**config.mk**
```make
export PLATFORM = sky130hd
export DESIGN_NAME = button_event_scheduler
export DESIGN_NICKNAME = d
export VERILOG_FILES = /design/src/rtl/button_event_scheduler_pkg.sv /design/src/rtl/btn_event_detect.sv /design/src/rtl/button_event_scheduler.sv
export SDC_FILE = /design/constraint.sdc
export NUM_CORES = 1
export LEC_CHECK = 0
export CAP_MARGIN = 20
export CORE_ASPECT_RATIO = 0.9
export CORE_MARGIN = 2
export CORE_UTILIZATION = 60
export DETAILED_ROUTE_END_ITERATION = 10
export PLACE_DENSITY = 0.81
export SYNTH_ARGS = -nofsm -noshare
export SYNTH_HDL_FRONTEND = slang
export SYNTH_SLANG_ARGS = --single-unit
```
**constraint.sdc**
```tcl
create_clock -name clk_i -period 5.4 [get_ports clk_i]
set_input_delay 0.54 -clock clk_i [delete_from_list [all_inputs] [get_ports clk_i]]
set_output_delay 0.54 -clock clk_i [all_outputs]
set_load 0.02 [all_outputs]
```
**src/rtl/button_event_scheduler_pkg.sv**
```systemverilog
// Shared event codes, widths and helpers for the button event scheduler.
package button_event_scheduler_pkg;

  localparam int EVT_W               = 2;
  localparam int NUM_EVT             = 3;
  localparam int DEFAULT_LONG_CYCLES = 25000000;

  localparam logic [EVT_W-1:0] EVT_PRESS   = 2'd0;
  localparam logic [EVT_W-1:0] EVT_LONG    = 2'd1;
  localparam logic [EVT_W-1:0] EVT_RELEASE = 2'd2;

  // Highest-priority pending type of one button; PRESS before LONG before
  // RELEASE keeps the per-button event order intact.
  function automatic logic [EVT_W-1:0] first_evt(input logic [NUM_EVT-1:0] bits);
    if (bits[EVT_PRESS]) return EVT_PRESS;
    if (bits[EVT_LONG])  return EVT_LONG;
    return EVT_RELEASE;
  endfunction

endpackage

```
**src/rtl/btn_event_detect.sv**
```systemverilog
// Per-button edge and long-hold detector producing single-cycle event pulses.
module btn_event_detect #(
  parameter int LONG_CYCLES = 25000000,
  parameter int CTR_W       = 25
) (
  input  logic clk_i,
  input  logic rst_i,
  input  logic level_i,
  output logic press_o,
  output logic long_o,
  output logic release_o
);

  localparam logic [CTR_W-1:0] CNT_LAST = CTR_W'(LONG_CYCLES - 1);
  localparam logic [CTR_W-1:0] CNT_PRE  = CTR_W'(LONG_CYCLES - 2);

  logic             prev_q;
  logic [CTR_W-1:0] cnt_q, cnt_d;

  // Hold counter: cleared while released, counts up while held, then parks
  // at its last value so the long pulse cannot repeat within one press.
  always_comb begin
    cnt_d = cnt_q;
    if (!level_i) begin
      cnt_d = '0;
    end else if (cnt_q != CNT_LAST) begin
      cnt_d = cnt_q + 1'b1;
    end
  end

  // Level history and hold counter registers.
  always_ff @(posedge clk_i or posedge rst_i) begin
    if (rst_i) begin
      prev_q <= 1'b0;
      cnt_q  <= '0;
    end else begin
      prev_q <= level_i;
      cnt_q  <= cnt_d;
    end
  end

  assign press_o   = level_i & ~prev_q;
  assign release_o = ~level_i & prev_q;
  // Fires in the cycle whose increment brings the counter to its last value.
  assign long_o    = level_i & (cnt_q == CNT_PRE);

endmodule

```
**src/rtl/button_event_scheduler.sv**
```systemverilog
// Turns NUM_BTN debounced levels into PRESS/LONG/RELEASE events and
// serialises them onto one valid/ready port with round-robin arbitration.
module button_event_scheduler
  import button_event_scheduler_pkg::*;
#(
  parameter int NUM_BTN     = 4,
  parameter int LONG_CYCLES = DEFAULT_LONG_CYCLES,
  parameter int CTR_W       = 25,
  parameter int ID_W        = 2
) (
  input  logic               clk_i,
  input  logic               rst_i,
  input  logic [NUM_BTN-1:0] btn_level_i,
  output logic               evt_valid_o,
  input  logic               evt_ready_i,
  output logic [ID_W-1:0]    evt_id_o,
  output logic [EVT_W-1:0]   evt_type_o,
  output logic               overflow_o,
  input  logic               clr_overflow_i
);

  logic [NUM_BTN-1:0] det_press, det_long, det_rel;

  for (genvar g = 0; g < NUM_BTN; g++) begin : g_det
    btn_event_detect #(
      .LONG_CYCLES (LONG_CYCLES),
      .CTR_W       (CTR_W)
    ) u_det (
      .clk_i     (clk_i),
      .rst_i     (rst_i),
      .level_i   (btn_level_i[g]),
      .press_o   (det_press[g]),
      .long_o    (det_long[g]),
      .release_o (det_rel[g])
    );
  end

  logic [NUM_BTN-1:0][NUM_EVT-1:0] pend_q, pend_d;
  logic                            evt_valid_q, evt_valid_d;
  logic [ID_W-1:0]                 evt_id_q, evt_id_d;
  logic [EVT_W-1:0]                evt_type_q, evt_type_d;
  logic [ID_W-1:0]                 rr_q, rr_d;
  logic                            overflow_q, overflow_d;

  logic                            accept, load;
  logic [NUM_EVT-1:0]              type_mask;

  assign accept    = evt_valid_q & evt_ready_i;
  assign load      = ~evt_valid_q | evt_ready_i;
  assign type_mask = NUM_EVT'(1) << evt_type_q;

  logic               found_hi, found_lo, win_found;
  logic [ID_W-1:0]    hi_id, lo_id, win_id;
  logic [NUM_EVT-1:0] hi_bits, lo_bits, win_bits, row;

  // Round-robin search: first candidate above rr wins, else the first one
  // from index 0 (the wrap). The presented event is masked out so it is not
  // granted twice while it waits for acceptance.
  always_comb begin
    found_hi = 1'b0;
    found_lo = 1'b0;
    hi_id    = '0;
    lo_id    = '0;
    hi_bits  = '0;
    lo_bits  = '0;
    row      = '0;
    for (int i = 0; i < NUM_BTN; i++) begin
      row = pend_q[i];
      if (evt_valid_q && (evt_id_q == ID_W'(i))) begin
        row = row & ~type_mask;
      end
      if (|row) begin
        if (!found_hi && (i > int'(rr_q))) begin
          found_hi = 1'b1;
          hi_id    = ID_W'(i);
          hi_bits  = row;
        end
        if (!found_lo) begin
          found_lo = 1'b1;
          lo_id    = ID_W'(i);
          lo_bits  = row;
        end
      end
    end
    win_found = found_lo;
    win_id    = found_hi ? hi_id : lo_id;
    win_bits  = found_hi ? hi_bits : lo_bits;
  end

  logic               merge, clr_bit;
  logic [NUM_EVT-1:0] evs;

  // Pending array: new events set, accepted event clears; a set that lands
  // on an already-pending bit not being cleared this cycle is a merge.
  always_comb begin
    pend_d  = pend_q;
    merge   = 1'b0;
    clr_bit = 1'b0;
    evs     = '0;
    for (int i = 0; i < NUM_BTN; i++) begin
      evs              = '0;
      evs[EVT_PRESS]   = det_press[i];
      evs[EVT_LONG]    = det_long[i];
      evs[EVT_RELEASE] = det_rel[i];
      for (int t = 0; t < NUM_EVT; t++) begin
        clr_bit = accept && (evt_id_q == ID_W'(i)) && (evt_type_q == EVT_W'(t));
        if (evs[t]) begin
          if (pend_q[i][t] && !clr_bit) merge = 1'b1;
          pend_d[i][t] = 1'b1;
        end else if (clr_bit) begin
          pend_d[i][t] = 1'b0;
        end
      end
    end
  end

  // Output register load, round-robin pointer and sticky overflow.
  always_comb begin
    evt_valid_d = evt_valid_q;
    evt_id_d    = evt_id_q;
    evt_type_d  = evt_type_q;
    rr_d        = rr_q;
    if (load) begin
      evt_valid_d = win_found;
      if (win_found) begin
        evt_id_d   = win_id;
        evt_type_d = first_evt(win_bits);
        rr_d       = win_id;
      end
    end
    if (merge) begin
      overflow_d = 1'b1;
    end else if (clr_overflow_i) begin
      overflow_d = 1'b0;
    end else begin
      overflow_d = overflow_q;
    end
  end

  // State registers; reset discards any presented event immediately.
  always_ff @(posedge clk_i or posedge rst_i) begin
    if (rst_i) begin
      pend_q      <= '0;
      evt_valid_q <= 1'b0;
      evt_id_q    <= '0;
      evt_type_q  <= EVT_PRESS;
      rr_q        <= ID_W'(NUM_BTN - 1);
      overflow_q  <= 1'b0;
    end else begin
      pend_q      <= pend_d;
      evt_valid_q <= evt_valid_d;
      evt_id_q    <= evt_id_d;
      evt_type_q  <= evt_type_d;
      rr_q        <= rr_d;
      overflow_q  <= overflow_d;
    end
  end

  assign evt_valid_o = evt_valid_q;
  assign evt_id_o    = evt_id_q;
  assign evt_type_o  = evt_type_q;
  assign overflow_o  = overflow_q;

endmodule

```
### Word level (Yosys, flattened, before mapping)

Index checks and enable logic that the tools add are counted.

* bits in registers: 124
* memory bits (writable): 0
* bits in read-only memories: 0
* input port bits: 8
* output and inout bits: 6
* word-level logic and storage cells: 256
* latch bits: 0
* memories: 0

* bitwise logic cells: 28
* muxes and demuxes: 110
* $lt $le $gt $ge: 3
* multipliers: 0
* div/mod/pow operators: 0
* $add $sub $neg: 4
* eq/ne operators: 17
* shift operators: 1
* reductions and logical operators: 68

Operators by type and width (number)
* $mux 25: 8
* $add 25x1->25 const B: 4
* $eq 25x25->1 const B: 4
* $ne 25x25->1 const B: 4
* $mux 1: 71
* $mux 2: 27
* $logic_and 1x1->1: 34
* $reduce_bool 2->1: 13
* $logic_not 1->1: 14
* $and 1x1->1: 13
* $and 3x3->3: 4
* $mux 3: 4
* $reduce_or 3->1: 4
* $not 1->1: 9
* $ne 2x1->1 const B: 4
* $eq 2x2->1 const B: 3
* $eq 2x1->1 const B: 2
* $gt 2x2->1 const A: 2
* $logic_not 2->1: 2
* $not 3->3: 1
* $shl 1x2->3 const A: 1
* $gt 1x2->1 const A: 1
* $reduce_and 2->1: 1
* $or 1x1->1: 1

### Logic depth before layout (Yosys ltp)

Gate-level depths: netlist (run 1).

* depth in word-level cells: 30
* gate-level depth with buffers: 8

### By module

Synthesis (run 1) repeated with hierarchy kept, for this count alone.

* cells, all modules: 741
* area total of the unflattened synthesis: 6881.6 µm²

By module, submodules not included
* btn_event_detect: instances 4, sequential area each 650.6 µm², area an instance 1386.3 µm², cells each 147
* button_event_scheduler: instances 1, sequential area each 503.0 µm², area an instance 1336.3 µm², cells each 153

### Worst setup path before layout (run 1)

No wires, ideal clock.

* path type: reg-to-reg
* start point: register evt_type_q[1] (netlist: evt_type_o[1])
* end point: register evt_type_q[0] (netlist: evt_type_o[0])
* setup slack: 3.148 ns
* path buffers: 0
* clock period less this slack: 2.252 ns
* data required time: 5.296 ns
* stages on the path, launching flop included: 8
* library setup time: 0.104 ns
* arrival: 2.149 ns
* cell sequence: dfrtp_1 > mux2_2 > or4_4 > nand3_2 > a21o_1 > a22oi_1 > a311o_2 > o41ai_2

* longest elaborated chain between the ends: 21

Ends and longest elaborated chain
* start: declaration: RTL line button_event_scheduler.sv:41 `logic [EVT_W-1:0] evt_type_q, evt_type_d;`
* start signal: assignment: RTL line button_event_scheduler.sv:153 `evt_type_q <= evt_type_d;`
* $shl 1x2->3 (*): RTL line button_event_scheduler.sv:50 `assign type_mask = NUM_EVT'(1) << evt_type_q;`
* $not 3->3 (*): RTL line button_event_scheduler.sv:70 `row = row & ~type_mask;`
* $and 3x3->3: RTL line button_event_scheduler.sv:70
* $mux 3: RTL line button_event_scheduler.sv:69 `if (evt_valid_q && (evt_id_q == ID_W'(i))) begin`
* $reduce_or 3->1: RTL line button_event_scheduler.sv:72 `if (|row) begin`
* $mux 1: RTL line button_event_scheduler.sv:72
* $logic_not 1->1: RTL line button_event_scheduler.sv:73 `if (!found_hi && (i > int'(rr_q))) begin`
* $logic_and 1x1->1: RTL line button_event_scheduler.sv:73
* [4 not listed]
* $mux 2 or $mux 1 (tied branches): RTL line button_event_scheduler.sv:73
* $mux 2 or $mux 1 (tied branches): RTL line button_event_scheduler.sv:72
* $mux 2: RTL line button_event_scheduler.sv:87 `win_bits = found_hi ? hi_bits : lo_bits;`
* $mux 1 (2 in a row): RTL line button_event_scheduler_pkg.sv:16 `if (bits[EVT_LONG]) return EVT_LONG;`
* $mux 1: RTL line button_event_scheduler.sv:125 `if (win_found) begin`
* $mux 1: RTL line button_event_scheduler.sv:123 `if (load) begin`
* $mux 2: RTL line button_event_scheduler_pkg.sv:17 `return EVT_RELEASE;`
* $mux 2: RTL line button_event_scheduler_pkg.sv:16

Mark *: on every way between the ends. The rest lies on a longest branch, timed or not. The select of a mux whose other input is x is not followed.
A chain may end at the register's enable or synchronous reset.

### Final worst setup path (run 1)

* start point: register evt_type_q[1] (netlist: evt_type_o[1])
* end point: register evt_id_q[0] (netlist: evt_id_o[0])

* longest elaborated chain between the ends: 15

Ends and longest elaborated chain
* $shl 1x2->3 (*): RTL line button_event_scheduler.sv:50
* $not 3->3 (*): RTL line button_event_scheduler.sv:70
* $and 3x3->3: RTL line button_event_scheduler.sv:70
* $mux 3: RTL line button_event_scheduler.sv:69
* $reduce_or 3->1: RTL line button_event_scheduler.sv:72
* $mux 1: RTL line button_event_scheduler.sv:72
* $logic_not 1->1: RTL line button_event_scheduler.sv:73
* $logic_and 1x1->1: RTL line button_event_scheduler.sv:73
* $mux 1: RTL line button_event_scheduler.sv:73
* $mux 1: RTL line button_event_scheduler.sv:72
* $logic_not 1->1: RTL line button_event_scheduler.sv:73
* $logic_and 1x1->1: RTL line button_event_scheduler.sv:73
* $mux 2 or $mux 1 (tied branches): RTL line button_event_scheduler.sv:73
* $mux 2 or $mux 1 (tied branches): RTL line button_event_scheduler.sv:72
* $mux 2: RTL line button_event_scheduler.sv:86 `win_id = found_hi ? hi_id : lo_id;`
* end signal: assignment: RTL line button_event_scheduler.sv:152 `evt_id_q <= evt_id_d;`
* end: declaration: RTL line button_event_scheduler.sv:40 `logic [ID_W-1:0] evt_id_q, evt_id_d;`

Mark *: on every way between the ends. The rest lies on a longest branch, timed or not.

==> results of run 1 <==
## layer usage
metal	vias to the layer above	part of all wire (%)	global-route usage, %
met5	-	0	0
met4	0	1.5	8.50
met3	18	4.0	6.26
met2	111	47	37.8
met1	2521	48	35.6
li1	2516	-	-
## power groups by stage
| stage | clock [mW] | combinational (mW) | sequential (mW) |
|---|---|---|---|
| detailed placement | 0 | 0.450 | 1.10 |
| global route | 1.24 | 0.505 | 1.10 |
| finish | 1.18 | 0.459 | 1.09 |
| CTS | 1.19 | 0.454 | 1.09 |
| global placement | 0 | 0.445 | 1.10 |
| floorplan | 0 | 0.350 | 1.07 |
## final timing paths
path	endpoint	startpoint	slack, ps	depth (start not counted)
max	evt_id_o[0]	evt_type_o[1]	2750	7
min	g_det[2].u_det.cnt_q[19]	rst_i	390	2
max reg2reg	evt_id_o[0]	evt_type_o[1]	2750	7
min reg2reg	pend_q[11]	g_det[3].u_det.prev_q	490	2
max in group asynchronous	evt_type_o[0]	rst_i	3830	4
min in group clk_i	pend_q[11]	g_det[3].u_det.prev_q	490	2
## worst register-to-register path, delay by kind of cell, from the launching register on
family             cells  cell delay [ps]
AOI/OAI and AO/OA      4              790
DFF                    1              680
muxes                  1              400
and+or+nand+nor        2              670
## cell families (layout without fill, tap and decap cells)
| kind of cell | Yosys count | count (layout) | synth area share [%] |
|---|---|---|---|
| AND/OR/NAND/NOR | 354 | 354 | 29.5 |
| buffers and inverters | 40 | 68 | 2.32 |
| XOR/XNOR | 79 | 79 | 10.3 |
| flip-flops | 124 | 124 | 46.0 |
| multiplexers | 5 | 5 | 0.779 |
| adder cells (fa/ha/maj) | 8 | 8 | 1.48 |
| AO/OA/AOI/OAI | 94 | 94 | 9.66 |
## cells in the final DEF, fill, tap and decap left out, types with 17 or more instances in the layout
cell type / n
sky130_fd_sc_hd__dfrtp_1: 122
sky130_fd_sc_hd__and2_1: 68
sky130_fd_sc_hd__nand2_1: 60
sky130_fd_sc_hd__xnor2_1: 57
sky130_fd_sc_hd__nand3_1: 46
sky130_fd_sc_hd__nor2_1: 38
sky130_fd_sc_hd__o21ai_0: 34
sky130_fd_sc_hd__nand4_1: 25
sky130_fd_sc_hd__nor3_1: 22
sky130_fd_sc_hd__xor2_1: 22
sky130_fd_sc_hd__and3_1: 20
sky130_fd_sc_hd__inv_1: 20
sky130_fd_sc_hd__clkbuf_16: 17
## per-stage QoR
| stage | hold slack [ps] | worst slack [ps] | total power [mW] |
|---|---|---|---|
| CTS | 493 | 2770 | 2.74 |
| finish | 389 | 2750 | 2.73 |
| detailed placement | 479 | 2770 | 1.56 |
| global placement | 460 | 2850 | 1.55 |
| global route | 419 | 2560 | 2.85 |
| floorplan | 448 | 1560 | 1.42 |
## layout make-up
type	instances	area, sq um
tap	152	190
multi-input combinational	540	3480
fill	859	3260
inverter	21	81.3
clock buffer	20	437
timing repair buffer	16	173
sequential	124	3110
clock inverter	11	170
## sequential cells by signal, indices dropped and copies added (netlist names)
| signal | cells |
|---|---|
| overflow_o | 1 |
| g_det.u_det.prev_q | 4 |
| evt_valid_o | 1 |
| rr_q | 2 |
| g_det.u_det.cnt_q | 100 |
| evt_id_o | 2 |
| evt_type_o | 2 |
| pend_q | 12 |
==> flow_summary.toml, run 1 <==
[route]
antenna_violating_nets_post_route = 0
firstDrtPassIters = 5
remaining_drc_errors = 0
drt-wirelength-per-cell_um = 15.7
detail_route.vias_per_cell = 5.84
dr_total_vias = 5166
final_wirelength_um = 13900
detailedRoute.firstIterationViolations = 387

[global_routing]
track_usage_pct = 25.1
initial_antenna_violation_count = 0
grt_max_degree = 81
globalRoute.totalOverflow = 0
first_pass_grt_wire_length_um = 23900
first_global_vias = 4967

[worst_setup_path]
cpMaxStageDelayCell = "sky130_fd_sc_hd__dfrtp_1"
critical_path.n_buffers_inverters = 0
cpLargestDelayFamily = "compound AO/OA/AOI/OAI gates"
crit_path_cell_trace = "mux2_2 -> or4_4 -> o311ai_1 -> nand2_2 -> o21ai_4 -> a311oi_1 -> a21o_1"
path_max_fanout = 14
critPathLaunchType = "flop"
worst_ep_arrival_time_ps = 2960
path_class = "reg2reg"
worst_setup_path_end_kind = "flop"
required_arrival_time_at_the_worst_endpoint_ps = 5710
worst_path_largest_cell_delay_ps = 680

[clock_network]
clock_path_buffers = 2
worstSkewPairLatency_ps = 430
cts_resized = 0
postCtsSetupBuffers = 0
tritoncts.num_buffers = 17
clk_pin_slew_ps = 60
number_of_buffers_inserted_for_hold_repair_after_clock_tree_synthesis = 0
clock_sinks = 124
cts_tree = "done"
cts-htree-levels = 4
ctsRootBufferMaster = "sky130_fd_sc_hd__clkbuf_16"

[sta]
setup-tns-final_ps = 0
layout_worst_path_cycle_share_pct = 49.1
hold_viol = 0
max_clock_freq_ghz = 0.377
worst_pin_slew_ps = 904
finalSetupViolations = 0
grt_setup_unrepaired = "false"
slew_headroom_pct = 39.2
maxSlewViolCount = 0
min_period_ps = 2650
final.setup_skew_ps = 10.8

[synthesis]
dominantRegCellSynth = "sky130_fd_sc_hd__dfrtp_1"
distinct_cell_type_count_after_synthesis = 70
netlist.top_cell.by_area = "sky130_fd_sc_hd__dfrtp_1"
synthTopCellsByArea = "sky130_fd_sc_hd__dfrtp_1 45%, sky130_fd_sc_hd__xnor2_1 7.4%, sky130_fd_sc_hd__and2_1 6.3%, sky130_fd_sc_hd__nand3_1 3.4%, sky130_fd_sc_hd__nand2_1 3.3%"
post_synthesis_mean_instance_area_sq_um = 9.58
synth_commonest_cells = "122 x sky130_fd_sc_hd__dfrtp_1, 68 x sky130_fd_sc_hd__and2_1, 60 x sky130_fd_sc_hd__nand2_1, 57 x sky130_fd_sc_hd__xnor2_1, 46 x sky130_fd_sc_hd__nand3_1"
synth_seq_cells = 124
synthDominantCellAreaShare_pct = 45.3
synth_most_common_cell = "sky130_fd_sc_hd__dfrtp_1"
async_reset_ff_share_pct = 100
synth_enable_flop_cells = 0
synth-seq-area-share_pct = 46.0
ys_warn_count = 0
synthesis.instances = 704
post_synth_instance_area_sq_um = 6750
post_synthesis_net_count = 720

[cells_and_area]
final_cell_count_without_fillers = 884
area_growth_syn_to_layout_pct = 13.3
fraction_of_final_layout_cells_sized_beyond_drive_strength_1_pct = 7.38
utilization_pct = 70.1
final_non_filler_cell_area_sq_um = 7640
num_antenna_cells = 0
num-nets-final = 736

[pwr]
power.share.clock_pct = 43.1
p_seq_share_pct = 40.1
switchingPower_mw = 0.784
power.density_cell_area_nw_per_um2 = 357
peak_vdd_ir_mv = 0.279
power.combinational.fraction_pct = 16.8
power.share.switching_pct = 28.7
p_int_mw = 1.94
cellLeakagePower_nw = 3.25

[die]
design.die.area_sq_um = 12100
die_y_um = 105
std_cell_core_area_sq_um = 10900
die-width_um = 116
boundaryPins = 14
initial_utilization_pct = 61.9
placementRows = 36

[worst_hold_path]
hp-class = "in2async"

[place]
globalplace.congestion = 0.951
detailed_place_hpwl_um = 9610
numPortBuffers = 13
placedCellCount = 852
dpl-instance-area_sq_um = 7010

[flow_run]
cap_violations = 0

[outcome]
run_status = "finished, final reports clean"
Note: power is estimated with default switching activity, not from simulation.
==> run 2: changes to the inputs <==
Settings changed: CORE_UTILIZATION 60 to 57.
Clock period 5.4 ns to 2.4 ns, I/O delays scaled along.
==> run 2 against run 1 <==
  * Sequential power rose by 120%
  * Routed wire length increased by 7.3%
  * Combinational power increased to 2.7 times the previous value
  * Global-route usage down 0.064 points
  * Via count rose by 3.3%
  * Sequential cell count stayed put
  * First-iteration DRC count rose by 28%
  * Worst hold slack worse by 150 ps
==> flow_summary.toml, run 2 (same netlist as run 1, synthesis figures left out) <==
[outcome]
run_status = "finished, final reports clean"

[cells_and_area]
num-nets-final = 753
area_growth_syn_to_layout_pct = 16.6
num_antenna_cells = 0
final_cell_count_without_fillers = 906
layout_commonest_cell = "sky130_fd_sc_hd__dfrtp_1"
utilization_pct = 68.5
largest_register_ff_count = 100
reg_top3 = "g_det.u_det.cnt_q x100, pend_q x12, g_det.u_det.prev_q x4"
fraction_of_final_layout_cells_sized_beyond_drive_strength_1_pct = 10.8
most-common-layout-cells = "121 x sky130_fd_sc_hd__dfrtp_1, 68 x sky130_fd_sc_hd__and2_1, 60 x sky130_fd_sc_hd__nand2_1, 57 x sky130_fd_sc_hd__xnor2_1, 46 x sky130_fd_sc_hd__nand3_1"
registers.top_by_ff_count = "g_det.u_det.cnt_q"

[global_routing]
track_usage_pct = 25.0
first_pass_grt_wire_length_um = 25300
grt_max_degree = 56
initial_antenna_violation_count = 0
globalRoute.totalOverflow = 0
first_global_vias = 5378

[pwr]
power.density_cell_area_nw_per_um2 = 827
cellLeakagePower_nw = 3.38
peak_vdd_ir_mv = 0.482

[worst_setup_path]
required_arrival_time_at_the_worst_endpoint_ps = 2750
worst_path_largest_cell_delay_ps = 630
path_class = "reg2reg"
worst_ep_arrival_time_ps = 2660
reg2reg_setup_slack_ps = 90
worstReg2RegStart = "g_det[0].u_det.cnt_q[0]"
cpMaxStageDelayCell = "sky130_fd_sc_hd__or4_1"
path_max_fanout = 7
critical_path.n_buffers_inverters = 0
cp_num_cells = 7
crit_path_cell_trace = "ha_1 -> and3_1 -> nand3_1 -> nor4_2 -> or4_1 -> or3_1 -> a21oi_1"
end_of_the_critical_path = "g_det[0].u_det.cnt_q[23]"
critPathLaunchType = "flop"
ff2ff_path_depth = 7
worst_setup_path_end_kind = "flop"
cpLargestDelayFamily = "simple AND/OR/NAND/NOR gates"
crit_start = "g_det[0].u_det.cnt_q[0]"
worst_r2r_endpoint = "g_det[0].u_det.cnt_q[23]"

[sta]
finalSetupViolations = 0
layout_worst_path_cycle_share_pct = 96.4
hold_viol = 0
hold_ws_ps = 238
setup-tns-final_ps = 0
slew_headroom_pct = 56.4
min_period_ps = 2310
grt_setup_unrepaired = "true"
final.setup_skew_ps = 5.79
maxSlewViolCount = 0
max_clock_freq_ghz = 0.432
final.setup.worst_slack_ps = 87.0
worst_pin_slew_ps = 644

[flow_run]
cap_violations = 0

[route]
detail_route.vias_per_cell = 5.89
dr_total_vias = 5339
final_wirelength_um = 14900
remaining_drc_errors = 0
firstDrtPassIters = 5
drt-wirelength-per-cell_um = 16.4
detailedRoute.firstIterationViolations = 495
antenna_violating_nets_post_route = 0

[place]
detailed_place_hpwl_um = 10100
globalplace.congestion = 0.927
placedCellCount = 872
numPortBuffers = 13
pre_cts_slack_ps = 98.6

[clock_network]
clk_pin_slew_ps = 60
clock_sinks = 124
tritoncts.num_buffers = 17
number_of_buffers_inserted_for_hold_repair_after_clock_tree_synthesis = 0
clock_path_buffers = 2
ctsRootBufferMaster = "sky130_fd_sc_hd__clkbuf_16"
cts_tree = "done"
worstSkewPairLatency_ps = 420
cts-htree-levels = 4

[die]
die-width_um = 119
die_y_um = 107
std_cell_core_area_sq_um = 11500
initial_utilization_pct = 58.8
boundaryPins = 14
placementRows = 37
design.die.area_sq_um = 12700

[worst_hold_path]
hp-class = "in2async"
-- run 2: report_power, final --
part	leakage (nW)	switching, mW	internal, mW	total, mW
Clock	0.312	0.956	1.87	2.83
Sequential	1.65	0.196	2.23	2.42
Combinational	1.41	0.735	0.519	1.25
Total	3.38	1.89	4.62	6.50
-- run 2: per-stage QoR --
stage               power [mW]  area [sq um]
global placement          3.59          7160
global route              6.77          7870
detailed placement        3.62          7160
finish                    6.50          7870
CTS                       6.47          7820
floorplan                 3.19          6750
-- run 2: timing repair --
action / CTS / global route
resized for setup: 0 / 8
buffers inserted: 0 / 2
setup endpoints to repair: 0 / 9
-- run 2: worst min path at each step --
stage / startpoint / end / cells after the start
after global routing: rst_i / g_det[2].u_det.cnt_q[18] / 2
after global placement: g_det[0].u_det.prev_q / pend_q[0] / 1
after floorplan: btn_level_i[0] / g_det[0].u_det.prev_q / 0
after CTS: rst_i / g_det[2].u_det.cnt_q[21] / 2
final: rst_i / g_det[2].u_det.cnt_q[21] / 2
after detailed placement: g_det[0].u_det.prev_q / pend_q[0] / 1
-- run 2: layer usage --
metal / global-route usage, % / part of all wire (%) / vias up
met5: 0 / 0 / -
met4: 12.3 / 2.5 / 0
met3: 5.80 / 4.4 / 35
met2: 41.1 / 49 / 152
met1: 31.4 / 44 / 2593
li1: - / - / 2559
-- run 2: layout make-up --
cell class	count	area [sq um]
fillers	870	3610
multi-input cells	540	3520
flip-flops and latches	124	3110
clock buffers	18	439
repair buffers	33	305
clock inverters	14	218
well taps	156	195
inverters	21	82.6
==> run 3: changes to the inputs <==
Settings changed: CORE_UTILIZATION 57 to 45, PLACE_DENSITY 0.81 to 0.67.
==> run 3 against run 2 <==
  * Sequential cell count did not move
  * Largest cell class unchanged
  * Critical path depth fell by 1
  * Final cell count rose by 4.7%
  * Die area rose by 26%
  * Highest routed layer unchanged
  * Combinational power barely moved
  * First-iteration DRC count fell by 17%
  * Routed wire length fell by 2.4%
  * Sequential share of layout area rose by 0.076 points
  * Global-route usage fell by 5.6 points
  * Clock skew fell by 0.96 ps
  * Sequential power barely moved
==> flow_summary.toml, run 3 (same netlist as run 1, synthesis figures left out) <==
[sta]
min_period_ps = 2300
hold_viol = 0
maxSlewViolCount = 0
max_clock_freq_ghz = 0.434
setup-tns-final_ps = 0
worst_pin_slew_ps = 621
slew_headroom_pct = 57.9
layout_worst_path_cycle_share_pct = 96.0
grt_setup_unrepaired = "false"
final.setup_skew_ps = 4.84
finalSetupViolations = 0

[route]
antenna_violating_nets_post_route = 0
final_wirelength_um = 14500
dr_total_vias = 5270
remaining_drc_errors = 0
detailedRoute.firstIterationViolations = 410
firstDrtPassIters = 5
detail_route.vias_per_cell = 5.55
drt-wirelength-per-cell_um = 15.3

[global_routing]
grt_max_degree = 72
globalRoute.totalOverflow = 0
initial_antenna_violation_count = 0
first_pass_grt_wire_length_um = 25000
first_global_vias = 5251
track_usage_pct = 19.4

[clock_network]
tritoncts.num_buffers = 17
clock_path_buffers = 2
worstSkewPairLatency_ps = 410
clk_pin_slew_ps = 50
cts_tree = "done"
ctsRootBufferMaster = "sky130_fd_sc_hd__clkbuf_16"
cts-htree-levels = 4
clock_sinks = 124

[cells_and_area]
registers.top_by_ff_count = "g_det.u_det.cnt_q"
fraction_of_final_layout_cells_sized_beyond_drive_strength_1_pct = 10.5
area_growth_syn_to_layout_pct = 16.4
layout_commonest_cell = "sky130_fd_sc_hd__dfrtp_1"
filler_cell_count = 1264
num_antenna_cells = 0
reg_top3 = "g_det.u_det.cnt_q x100, pend_q x12, g_det.u_det.prev_q x4"
final_non_filler_cell_area_sq_um = 7850
num-nets-final = 756
largest_register_ff_count = 100
most-common-layout-cells = "121 x sky130_fd_sc_hd__dfrtp_1, 68 x sky130_fd_sc_hd__and2_1, 60 x sky130_fd_sc_hd__nand2_1, 57 x sky130_fd_sc_hd__xnor2_1, 46 x sky130_fd_sc_hd__nand3_1"

[pwr]
power.combinational.fraction_pct = 20.2
p_int_mw = 4.40
cellLeakagePower_nw = 3.37
power.share.switching_pct = 28.8
p_seq_share_pct = 38.9
power.density_cell_area_nw_per_um2 = 787
power.share.clock_pct = 40.9
switchingPower_mw = 1.78
report.power.total_mw = 6.18
peak_vdd_ir_mv = 0.559

[worst_hold_path]
hp-class = "in2async"

[worst_setup_path]
cpLargestDelayFamily = "simple AND/OR/NAND/NOR gates"
reg2reg_setup_slack_ps = 100
cp_num_cells = 6
critical_path.n_buffers_inverters = 0
worst_path_largest_cell_delay_ps = 500
ff2ff_path_depth = 6
worstReg2RegStart = "evt_type_o[1]"
critPathLaunchType = "flop"
worst_r2r_endpoint = "evt_type_o[0]"
crit_start = "evt_type_o[1]"
path_class = "reg2reg"
crit_path_cell_trace = "mux2_2 -> or4_4 -> o311ai_1 -> and2_1 -> a211oi_2 -> o41ai_2"
required_arrival_time_at_the_worst_endpoint_ps = 2710
end_of_the_critical_path = "evt_type_o[0]"
worst_ep_arrival_time_ps = 2610
cpMaxStageDelayCell = "sky130_fd_sc_hd__or4_4"
worst_setup_path_end_kind = "flop"
path_max_fanout = 4

[place]
detailed_place_hpwl_um = 10200
dpl-instance-area_sq_um = 7230
numPortBuffers = 13
globalplace.congestion = 0.988

[outcome]
run_status = "finished, final reports clean"

[flow_run]
cap_violations = 0

[die]
die-width_um = 133
std_cell_core_area_sq_um = 14700
die_y_um = 120
boundaryPins = 14
placementRows = 42
initial_utilization_pct = 46.0
design.die.area_sq_um = 16000
run 3: cell count changes in the layout (fill, tap and decap cells not counted), sizes merged:
| cell | delta |
|---|---|
| clkbuf | +5 |
| buf | +3 |
| bufinv | -3 |
| clkinvlp | -2 |
| clkinv | -1 |
| inv | -1 |
run 3: worst min-delay path: stages:
cell and delay, ps:
sky130_fd_sc_hd__clkdlybuf4s50_1 440, sky130_fd_sc_hd__clkinvlp_4 120, sky130_fd_sc_hd__buf_12 280
run 3: what timing repair did:
item | in CTS | in global routing
setup endpoints to repair | 0 | 6
hold buffers | 0 | 0
resized for setup | 0 | 5
setup buffers | 0 | 2
run 3: worst min path at each step:
| stage | startpoint | end | depth (start not counted) |
|---|---|---|---|
| finish | rst_i | g_det[3].u_det.cnt_q[4] | 3 |
| global route | rst_i | g_det[3].u_det.cnt_q[4] | 3 |
| CTS | rst_i | g_det[3].u_det.cnt_q[4] | 3 |
| detailed placement | g_det[0].u_det.prev_q | pend_q[0] | 1 |
| global placement | g_det[0].u_det.prev_q | pend_q[0] | 1 |
| floorplan | btn_level_i[0] | g_det[0].u_det.prev_q | 0 |
run 3: per-stage QoR:
stage	hold WS (ps)	instances	setup slack (ps)	util, %
floorplan	271	704	148	-
global placement	475	917	135	49.3
detailed placement	492	917	73.0	49.3
CTS	289	947	60.4	53.3
global route	302	949	12.0	53.6
finish	279	949	97.0	53.6
run 3: area by class of cell:
class	count	area [sq um]	area share (%)
Timing Repair Buffer	36	328	4.18
Clock inverter	7	87.6	1.12
Sequential cell	124	3110	39.6
Tap cell	198	248	3.16
Multi-Input combinational cell	540	3500	44.6
Clock buffer	23	498	6.34
Inverter	21	82.6	1.05
run 3: power groups by stage:
stage / clock network, mW / registers [mW] / logic (mW)
floorplan: 0 / 2.40 / 0.788
global placement: 0 / 2.42 / 1.20
detailed placement: 0 / 2.43 / 1.21
CTS: 2.58 / 2.39 / 1.22
global route: 2.68 / 2.42 / 1.38
finish: 2.53 / 2.40 / 1.25
run 3: metal layers:
metal | track usage, % | up-vias | share of wire [%]
li1 | - | 2552 | -
met1 | 26.4 | 2607 | 49
met2 | 30.2 | 90 | 46
met3 | 5.15 | 21 | 3.4
met4 | 6.45 | 0 | 1.6
met5 | 0 | - | 0
